**src/rtl/znz_split_issue.sv**
```systemverilog
// Splits one raw activation group into beats of at most GROUP_NZ_BITS non-zeros each.
// Latency 1 cycle accept->out_valid; next group is accepted only as the last beat drains.
module znz_split_issue #(
  parameter int GROUP_SIZE    = 32,
  parameter int GROUP_NZ_BITS = 16,
  parameter int DATA_W        = 8,
  parameter int CNT_W         = $clog2(GROUP_SIZE + 1)
) (
  input  logic                               clk,
  input  logic                               rst,
  input  logic                               in_valid,
  output logic                               in_ready,
  input  logic [GROUP_SIZE-1:0][DATA_W-1:0]  in_act,
  output logic                               out_valid,
  input  logic                               out_ready,
  output logic [GROUP_SIZE-1:0]              out_znz,
  output logic [GROUP_SIZE-1:0][DATA_W-1:0]  out_act,
  output logic [CNT_W-1:0]                   out_nz_cnt,
  output logic                               out_first,
  output logic                               out_last
);

  typedef enum logic {EMPTY, ISSUE} state_e;

  localparam logic [CNT_W-1:0] NZ_MAX = CNT_W'(GROUP_NZ_BITS);

  state_e                            state_q, state_d;
  logic [GROUP_SIZE-1:0][DATA_W-1:0] act_q, act_d;
  logic [GROUP_SIZE-1:0]             rem_q, rem_d;
  logic                              first_q, first_d;

  logic [GROUP_SIZE-1:0] nz_map;
  logic [GROUP_SIZE-1:0] sel_znz;
  logic [CNT_W-1:0]      sel_cnt;
  logic                  accept;

  always_comb begin
    nz_map = '0;
    for (int i = 0; i < GROUP_SIZE; i++) begin
      nz_map[i] = |in_act[i];
    end
  end

  // Take remaining set bits lowest-index first until the beat is full.
  always_comb begin
    sel_znz = '0;
    sel_cnt = '0;
    for (int i = 0; i < GROUP_SIZE; i++) begin
      if (rem_q[i] && (sel_cnt < NZ_MAX)) begin
        sel_znz[i] = 1'b1;
        sel_cnt    = sel_cnt + CNT_W'(1);
      end
    end
  end

  assign out_valid  = (state_q == ISSUE);
  assign out_znz    = sel_znz;
  assign out_nz_cnt = sel_cnt;
  assign out_last   = ((rem_q & ~sel_znz) == '0);
  assign out_first  = first_q;
  assign out_act    = act_q;

  assign in_ready = !rst && (!out_valid || (out_ready && out_last));
  assign accept   = in_valid && in_ready;

  always_comb begin
    state_d = state_q;
    act_d   = act_q;
    rem_d   = rem_q;
    first_d = first_q;
    unique case (state_q)
      EMPTY: begin
        if (accept) begin
          state_d = ISSUE;
          act_d   = in_act;
          rem_d   = nz_map;
          first_d = 1'b1;
        end
      end
      ISSUE: begin
        if (out_ready) begin
          if (!out_last) begin
            rem_d   = rem_q & ~sel_znz;
            first_d = 1'b0;
          end else if (accept) begin
            act_d   = in_act;
            rem_d   = nz_map;
            first_d = 1'b1;
          end else begin
            state_d = EMPTY;
            rem_d   = '0;
            first_d = 1'b0;
          end
        end
      end
      default: state_d = EMPTY;
    endcase
  end

  always_ff @(posedge clk) begin
    if (rst) begin
      state_q <= EMPTY;
      act_q   <= '0;
      rem_q   <= '0;
      first_q <= 1'b0;
    end else begin
      state_q <= state_d;
      act_q   <= act_d;
      rem_q   <= rem_d;
      first_q <= first_d;
    end
  end

endmodule

```
**config.mk**
```make
export PLATFORM = sky130hd
export DESIGN_NAME = znz_split_issue
export DESIGN_NICKNAME = d
export VERILOG_FILES = /design/src/rtl/znz_split_issue.sv
export SDC_FILE = /design/constraint.sdc
export NUM_CORES = 1
export LEC_CHECK = 0
export BUFFER_PORTS_ARGS = -buffer_cell sky130_fd_sc_hd__buf_2
export CAP_MARGIN = 5
export CORE_AREA = 2 2 219 221
export CTS_BUF_LIST = sky130_fd_sc_hd__clkbuf_8
export DETAILED_ROUTE_END_ITERATION = 6
export DIE_AREA = 0 0 221 223
export GPL_TIMING_DRIVEN = 0
export PLACE_DENSITY = 0.7
export SKIP_LAST_GASP = 1
export SLEW_MARGIN = 0
export SYNTH_ARGS = -nofsm -noshare
export SYNTH_HDL_FRONTEND = slang
export SYNTH_SLANG_ARGS = --single-unit
```
**constraint.sdc**
```tcl
create_clock -name clk -period 28.2 [get_ports clk]
set_clock_uncertainty 0.05 [all_clocks]
set_input_delay 4.23 -clock clk [delete_from_list [all_inputs] [get_ports clk]]
set_output_delay 4.23 -clock clk [all_outputs]
set_load 0.03 [all_outputs]
```
---- Yosys cells after proc, flatten, opt, wreduce, memory -nomap -nowiden ----
Cells that the tools add are included.
Widths: inputs -> output; s select.
cells by class
  add/subtract/negate cells ............... 31
  multipliers ............................. 0
  div/mod/pow operators ................... 0
  magnitude comparators ................... 31
  equal/unequal tests ..................... 3
  shift-type cells ........................ 0
  mux-type cells .......................... 81
  bitwise operators ....................... 3
  reduce and logical (&&, ||, !) cells .... 72
operator list
  kind                 number
  $mux 256             3
  $pmux 256 s2         1
  $reduce_or 8->1      32
  $add 6x1->6 const B  31
  $lt 6x5->1 const B   31
  $mux 6               31
  $mux 32              4
  $pmux 32 s2          1
  $mux 1               39
  $logic_and 1x1->1    34
  $and 32x32->32       1
  $logic_not 32->1     1
  $not 32->32          1
  $ne 2x2->1 const B   3
  $pmux 1 s2           2
  $reduce_and 2->1     2
  $logic_not 1->1      2
  $logic_or 1x1->1     1
  $not 1->1            1
storage, ports and cells
  register bits ........................... 290
  bits in latches ......................... 0
  bits in writable memories ............... 0
  bits in read-only memories .............. 0
  input bits .............................. 260
  output and inout bits ................... 298
  word-level logic and storage cells ...... 256
  memories kept ........................... 0

---- Depth between registers and ports, before layout ----
Gate-level depths: netlist (run 1).
  depth after elaboration ................. 105
  mapped depth ............................ 108
  mapped depth without buffers ............ 104

---- Worst setup path after synthesis (run 1) ----
No wires, ideal clock.
  path kind ............................... register to output
  start point ............................. register rem_q[0]
  end point ............................... output port out_nz_cnt[3]
  data arrival time ....................... 23,076 ps
  required time ........................... 23,920 ps
  path slack .............................. 844 ps
  stages on the path, launching flop included .. 93
  buffers on the path ..................... 4
  cells stage by stage .................... dfxtp_1 inv_1 ha_1 buf_2 xor3_2 ha_1 nor2b_1 a31oi_1 and2_1 ha_1 nand2_1 or3_1 o21ai_1 inv_1 xnor2_1 inv_1 ha_1 mux2_2 [... 57 more ...] clkbuf_1 and4b_1 nor4_4 mux2i_1 inv_1 ha_1 nand2_1 nor2_1 o31ai_1 o2111ai_1 a2111oi_2 mux2_2 ha_1 nand2_1 and2b_1 a211oi_1 nand3b_1 xor2_1
between the ends
  word-level cells in the longest chain between the ends .. 94
  elaborated cells on any way between the ends .. 125
  classes of those cells .................. add/sub: 31; order compare: 31; mux: 32; reduce/logical: 31
ends and longest elaborated chain
  item                    RTL line  RTL
  from (decl)             29        logic [GROUP_SIZE-1:0] rem_q, rem_d;
  from (signal assigned)  109       rem_q <= rem_d;
  $mux 1 *                49        if (rem_q[i] && (sel_cnt < NZ_MAX)) begin
  $lt 6x5->1              49
  $logic_and 1x1->1       49
  $mux 6 *                49
  $lt 6x5->1              49
  $logic_and 1x1->1       49
  $mux 6 *                49
  $lt 6x5->1              49
  [... 78 more ...]       -
  $logic_and 1x1->1       49
  $mux 6 *                49
  $lt 6x5->1              49
  $logic_and 1x1->1       49
  $mux 6 *                49
  $lt 6x5->1              49
  $logic_and 1x1->1       49
  $mux 6 *                49
  to (decl)               18        output logic [CNT_W-1:0] out_nz_cnt,
Every way passes the cells marked *; elsewhere a longest branch is shown, timed or not.

---- Final worst setup path (run 1) ----
  start point ............................. register rem_q[0]
  end point ............................... output port out_nz_cnt[1]
Same word-level chain as after synthesis.

==> flow_metrics.env, run 1 <==
export IMPL_rsz0062_at_grt="yes"
export IMPL_synth_cells_most_frequent="290 x dfxtp_1, 260 x nor2b_1, 256 x mux2_1, 90 x nor2_1, 83 x nand2_1"
export IMPL_path_clk_slew_ps=60
export IMPL_syn_nets=2157
export IMPL_ys_flop_type="dfxtp_1"
export IMPL_synthAdderAreaFrac=0.0228
export IMPL_ctsHtreeMaxLevel=2
export IMPL_critPathMaxStageDelay_ps=440
export IMPL_ys_ff_latch=290
export IMPL_numCtsBuffers=53
export IMPL_final_period_utilization=0.956
export IMPL_nets=2771
export IMPL_required_ps=23920
export IMPL_grt_pass1_wl_um=103000
export IMPL_cpMostUsedCell="ha_1"
export IMPL_status="completed"
export IMPL_synth_compound_area_share=0.146
export IMPL_core_area_sq_um=47100
export IMPL_grt_max_degree=15
export IMPL_dr_pass1_iters=5
export IMPL_insertion_delay_ps=620
export IMPL_track_usage=0.265
export IMPL_rows=80
export IMPL_drt_iter0_drc=1047
export IMPL_crit_path_end_kind="output port"
export IMPL_ff2ff_setup_slack_ps=5250
export IMPL_fin_crit_ps=26950
export IMPL_place_congestion=0.977
export IMPL_wirelength_um=68700
export IMPL_io_buffer_count=554
export IMPL_postRouteAntennaNets=0
export IMPL_dieArea_sq_um=49300
export IMPL_layout_drive_gt1_share=0.306
export IMPL_arrival_ps=22670
export IMPL_path_delay_family="simple AND/OR/NAND/NOR gates"
export IMPL_maxSlewViolCount=0
export IMPL_yosysTopAreaCellShare=0.330
export IMPL_tightest_slew_ps=1340
export IMPL_hold_path_class="reg2reg"
export IMPL_final_util=0.475
export IMPL_synth_area_leader_cell="dfxtp_1"
export IMPL_dp_hpwl_um=55400
export IMPL_syn_area_sq_um=17600
export IMPL_crit_fanout=10
export IMPL_initial_core_util=0.373
export IMPL_synth_mux_area_frac=0.189
export IMPL_drv_cap=0
export IMPL_synth_top_family_by_area="simple AND/OR/NAND/NOR gates"
export IMPL_path_buf_inv=13
export IMPL_postCtsHoldBufs=0
export IMPL_cp_slowest_cell="a2111oi_4"
export IMPL_stdcell_area_sq_um=22400
export IMPL_synth_edf_count=0
export IMPL_fmax_mhz=37.1
export IMPL_ctsRootBufferMaster="clkbuf_8"
export IMPL_antenna_found_initial=6
export IMPL_synth_area_leaders="dfxtp_1 33%, mux2_1 16%, nor2b_1 9.2%"
export IMPL_vias=17400
export IMPL_setup_tns_ps=0
export IMPL_place_ws_ps=938
export IMPL_synth_most_common_cell="dfxtp_1"
export IMPL_wl_per_cell_um=21.9
export IMPL_cts_tree="built"
export IMPL_synth_area_per_cell_sq_um=9.43
export IMPL_crit_type="reg2out"
export IMPL_start_kind="flip-flop"
export IMPL_overflow=0
export IMPL_fillCellCount=4488
export IMPL_placed_cell_area_sq_um=21100
export IMPL_die_h_um=223
export IMPL_syn_to_final_growth_pct=27.2
export IMPL_grt_pass1_vias=17200
export IMPL_ios=558
export IMPL_clock_sinks=290
export IMPL_ys_types=107
export IMPL_maxSlewHeadroom=0.104
export IMPL_finalHoldViolCount=0
export IMPL_fp_dieW_um=221
export IMPL_synthArstFlopShare=0
export IMPL_drc=0
export IMPL_clockBufferDepth=3
export IMPL_yosys_area_share_xor_xnor=0.0328
export IMPL_syn_inst=1865
export IMPL_drt_vias_per_instance=5.55
export IMPL_ys_seq_area_frac=0.330
export IMPL_setup_slack_ps=1250
export IMPL_yosys_area_share_simple=0.230
export IMPL_synth_warning_count=0
export IMPL_finalSetupViolCount=0
cell usage in the layout (no fill, tap or decap), drive strengths merged, types with 23 or more instances in the layout:
master  instances
a211oi         23
a21oi          51
and2           26
buf           611
clkbuf        115
dfxtp         290
ha             32
inv            85
mux2          283
nand2          83
nand3          35
nor2           90
nor2b         260
nor3           24
nor4           23
o21ai          45
o32ai          25
or4            60
xnor2          28
xor2           23
flip-flops by register name, indices dropped and copies added (netlist names):
signal     count
out_act      256
out_first      1
out_valid      1
rem_q         32
final timing paths:
| path | start | end | depth (start not counted) |
|---|---|---|---|
| max | rem_q[0] | out_nz_cnt[1] | 100 |
| min | out_first | out_first | 2 |
| max reg2reg | rem_q[0] | out_act[87] | 102 |
| min reg2reg | out_first | out_first | 2 |
worst min-delay path: stages (launching register included):
cell	delay [ps]
dfxtp_1	350
nand2_1	70
nand2_1	40
metal layers:
layer  GRT usage  wire [um]  share of wire  vias up
li1            -          -              -     8079
met1       0.337      29200           0.42     8503
met2       0.438      32100           0.47      668
met3      0.0564       4650          0.068      153
met4       0.108       2680          0.039        4
met5           0         23        0.00033        -
per-stage QoR:
stage	hold WS (ps)	cells
6_report	468	3135
5_1_grt	516	3133
4_1_cts	477	3125
3_5_place_dp	471	3034
3_3_place_gp	458	3034
2_1_floorplan	422	1865
logic make-up after synthesis:
kind of cell,count (synthesis)
muxes,297
and+or+nand+nor,691
adders and majority gates,32
AOI/OAI and AO/OA,330
buffers and inverters,169
xor gates and xnor gates,55
other,1
DFF,290
area by class of cell:
class                      count  area (sq um)  area share
antenna                        5          12.5    0.000559
buffer                       102           602      0.0269
clock buffer                  65           895      0.0400
clock inverter                26           175     0.00783
inverter                      67           251      0.0112
multi-input combinational   1406         11100       0.494
sequential                   290          5810       0.259
tap                          615           769      0.0344
timing repair buffer         559          2810       0.126
timing repair:
item,CTS,global route
setup endpoints to repair,0,9
setup buffers,0,5
gates resized for setup,0,20
Power of run 1 is left out: the tool's default activity adds up to more than one toggle a clock period on the data nets, which glitch-free logic cannot reach.
==> run 2: changes to the inputs <==
--- a/config.mk
+++ b/config.mk
@@ -12,9 +12,10 @@
 export DETAILED_ROUTE_END_ITERATION = 6
 export DIE_AREA = 0 0 221 223
 export GPL_TIMING_DRIVEN = 0
-export PLACE_DENSITY = 0.7
+export PLACE_DENSITY = 0.59
 export SKIP_LAST_GASP = 1
 export SLEW_MARGIN = 0
 export SYNTH_ARGS = -nofsm -noshare
 export SYNTH_HDL_FRONTEND = slang
 export SYNTH_SLANG_ARGS = --single-unit
+export TNS_END_PERCENT = 30
==> run 2 against run 1 <==
  * Global-route usage increased by 0.097 points
  * Non-clock buffer count unchanged
  * Sequential cell count unchanged
  * Worst setup slack gained 190 ps
  * Maximum frequency increased by 0.69%
  * Design area rose by 0.92%
  * Sequential share of layout area down 0.24 points
  * Critical path type unchanged
  * Largest cell class unchanged
  * Highest routed layer unchanged
==> flow_metrics.env, run 2 (synthesis gave the netlist of run 1 again) <==
export IMPL_dieArea_sq_um=49300
export IMPL_crit_type="reg2out"
export IMPL_ctsHtreeMaxLevel=2
export IMPL_r2r_cells=100
export IMPL_fin_crit_ps=26770
export IMPL_overflow=0
export IMPL_hold_path_class="reg2reg"
export IMPL_status="completed"
export IMPL_cpMostUsedCell="ha_1"
export IMPL_clockBufferDepth=3
export IMPL_place_ws_ps=687
export IMPL_initial_core_util=0.373
export IMPL_fp_dieW_um=221
export IMPL_io_buffer_count=554
export IMPL_path_clk_slew_ps=70
export IMPL_r2r_end="out_act[95]"
export IMPL_layout_drive_gt1_share=0.313
export IMPL_tightest_slew_ps=1170
export IMPL_hold_end="out_first"
export IMPL_postCtsHoldBufs=0
export IMPL_dr_pass1_iters=5
export IMPL_critPathMaxStageDelay_ps=440
export IMPL_finalHoldViolCount=0
export IMPL_insertion_delay_ps=660
export IMPL_largest_reg_flops=256
export IMPL_clock_sinks=290
export IMPL_fillCellCount=4624
export IMPL_cp_slowest_cell="a311oi_4"
export IMPL_die_h_um=223
export IMPL_postRouteAntennaNets=0
export IMPL_drv_cap=0
export IMPL_maxSlewHeadroom=0.221
export IMPL_start_kind="flip-flop"
export IMPL_min_delay_path_depth=2
export IMPL_final_period_utilization=0.949
export IMPL_vias=17100
export IMPL_cts_tree="built"
export IMPL_nets=2771
export IMPL_rsz0062_at_grt="yes"
export IMPL_numCtsBuffers=53
export IMPL_wl_per_cell_um=21.7
export IMPL_drc=0
export IMPL_rows=80
export IMPL_wirelength_um=68400
export IMPL_crit_path_end_kind="output port"
export IMPL_crit_fanout=10
export IMPL_grt_max_degree=16
export IMPL_drt_vias_per_instance=5.43
export IMPL_ctsRootBufferMaster="clkbuf_8"
export IMPL_syn_to_final_growth_pct=28.4
export IMPL_dp_hpwl_um=55700
export IMPL_required_ps=23920
export IMPL_drt_iter0_drc=803
export IMPL_core_area_sq_um=47100
export IMPL_mostFrequentLayoutCell="buf_2"
export IMPL_arrival_ps=22490
export IMPL_maxSlewViolCount=0
export IMPL_ff2ff_setup_slack_ps=5510
export IMPL_setup_slack_ps=1430
export IMPL_track_usage=0.266
export IMPL_grt_pass1_vias=17100
export IMPL_grt_pass1_wl_um=103000
export IMPL_fmax_mhz=37.4
export IMPL_place_congestion=0.984
export IMPL_finalSetupViolCount=0
export IMPL_timing_rr_start="rem_q[0]"
export IMPL_startpoint="rem_q[0]"
export IMPL_most_common_layout_cells="573 x buf_2, 290 x dfxtp_1, 260 x nor2b_1, 256 x mux2_1, 89 x nor2_1"
export IMPL_antenna_found_initial=12
export IMPL_hold_start="out_first"
export IMPL_final_util=0.479
export IMPL_ios=558
## run 2: repair_timing
item / in CTS / in global routing
resized for setup: 1 / 23
pin swaps: 0 / 3
setup buffers: 0 / 5
endpoints found under the setup margin: 2 / 9
## run 2: worst max path at each step
stage / end / depth (start not counted) / slack (ps)
after floorplan: out_nz_cnt[3] / 92 / 840
after global placement: out_nz_cnt[1] / 95 / 990
after detailed placement: out_nz_cnt[3] / 96 / 690
after CTS: out_nz_cnt[1] / 95 / 150
after global routing: out_nz_cnt[3] / 104 / -90
final: out_nz_cnt[1] / 97 / 1430
## run 2: worst max-delay path: cells and delay by family (launching register included)
kind	cells	cell delay (ps)
compound gates	27	6050
xor+xnor	2	590
fa+ha+maj	17	4200
buf+inv	11	1490
flops	1	430
mux	12	4320
simple gates	28	4720
## run 2: metrics by stage
step | setup TNS (ps) | hold slack (ps) | std cells | area (sq um)
floorplan | 0 | 422 | 1865 | 17600
CTS | 0 | 406 | 3134 | 22400
detailed placement | 0 | 396 | 3034 | 21100
finish | 0 | 398 | 3146 | 22600
global route | -203 | 410 | 3142 | 22600
global placement | 0 | 381 | 3034 | 21100
## run 2: final cells by class
class                      instances  area, sq um  area share
multi-input combinational       1406        11100       0.491
clock inverter                    35          348      0.0154
timing repair buffer             559         2810       0.124
tap                              615          769      0.0341
clock buffer                      65          895      0.0396
inverter                          67          251      0.0111
sequential                       290         5810       0.257
antenna                            7         17.5    0.000776
buffer                           102          602      0.0266
## run 2: per-layer routing
layer / track usage / routed length (um) / vias up / part of all wire
met1: 0.328 / 28900 / 8268 / 0.42
met2: 0.453 / 32700 / 585 / 0.48
met4: 0.0914 / 2170 / 10 / 0.032
met5: 0 / 62 / - / 0.00091
met3: 0.0647 / 4560 / 128 / 0.067
li1: - / - / 8088 / -
Power of run 2 is left out for the same reason.
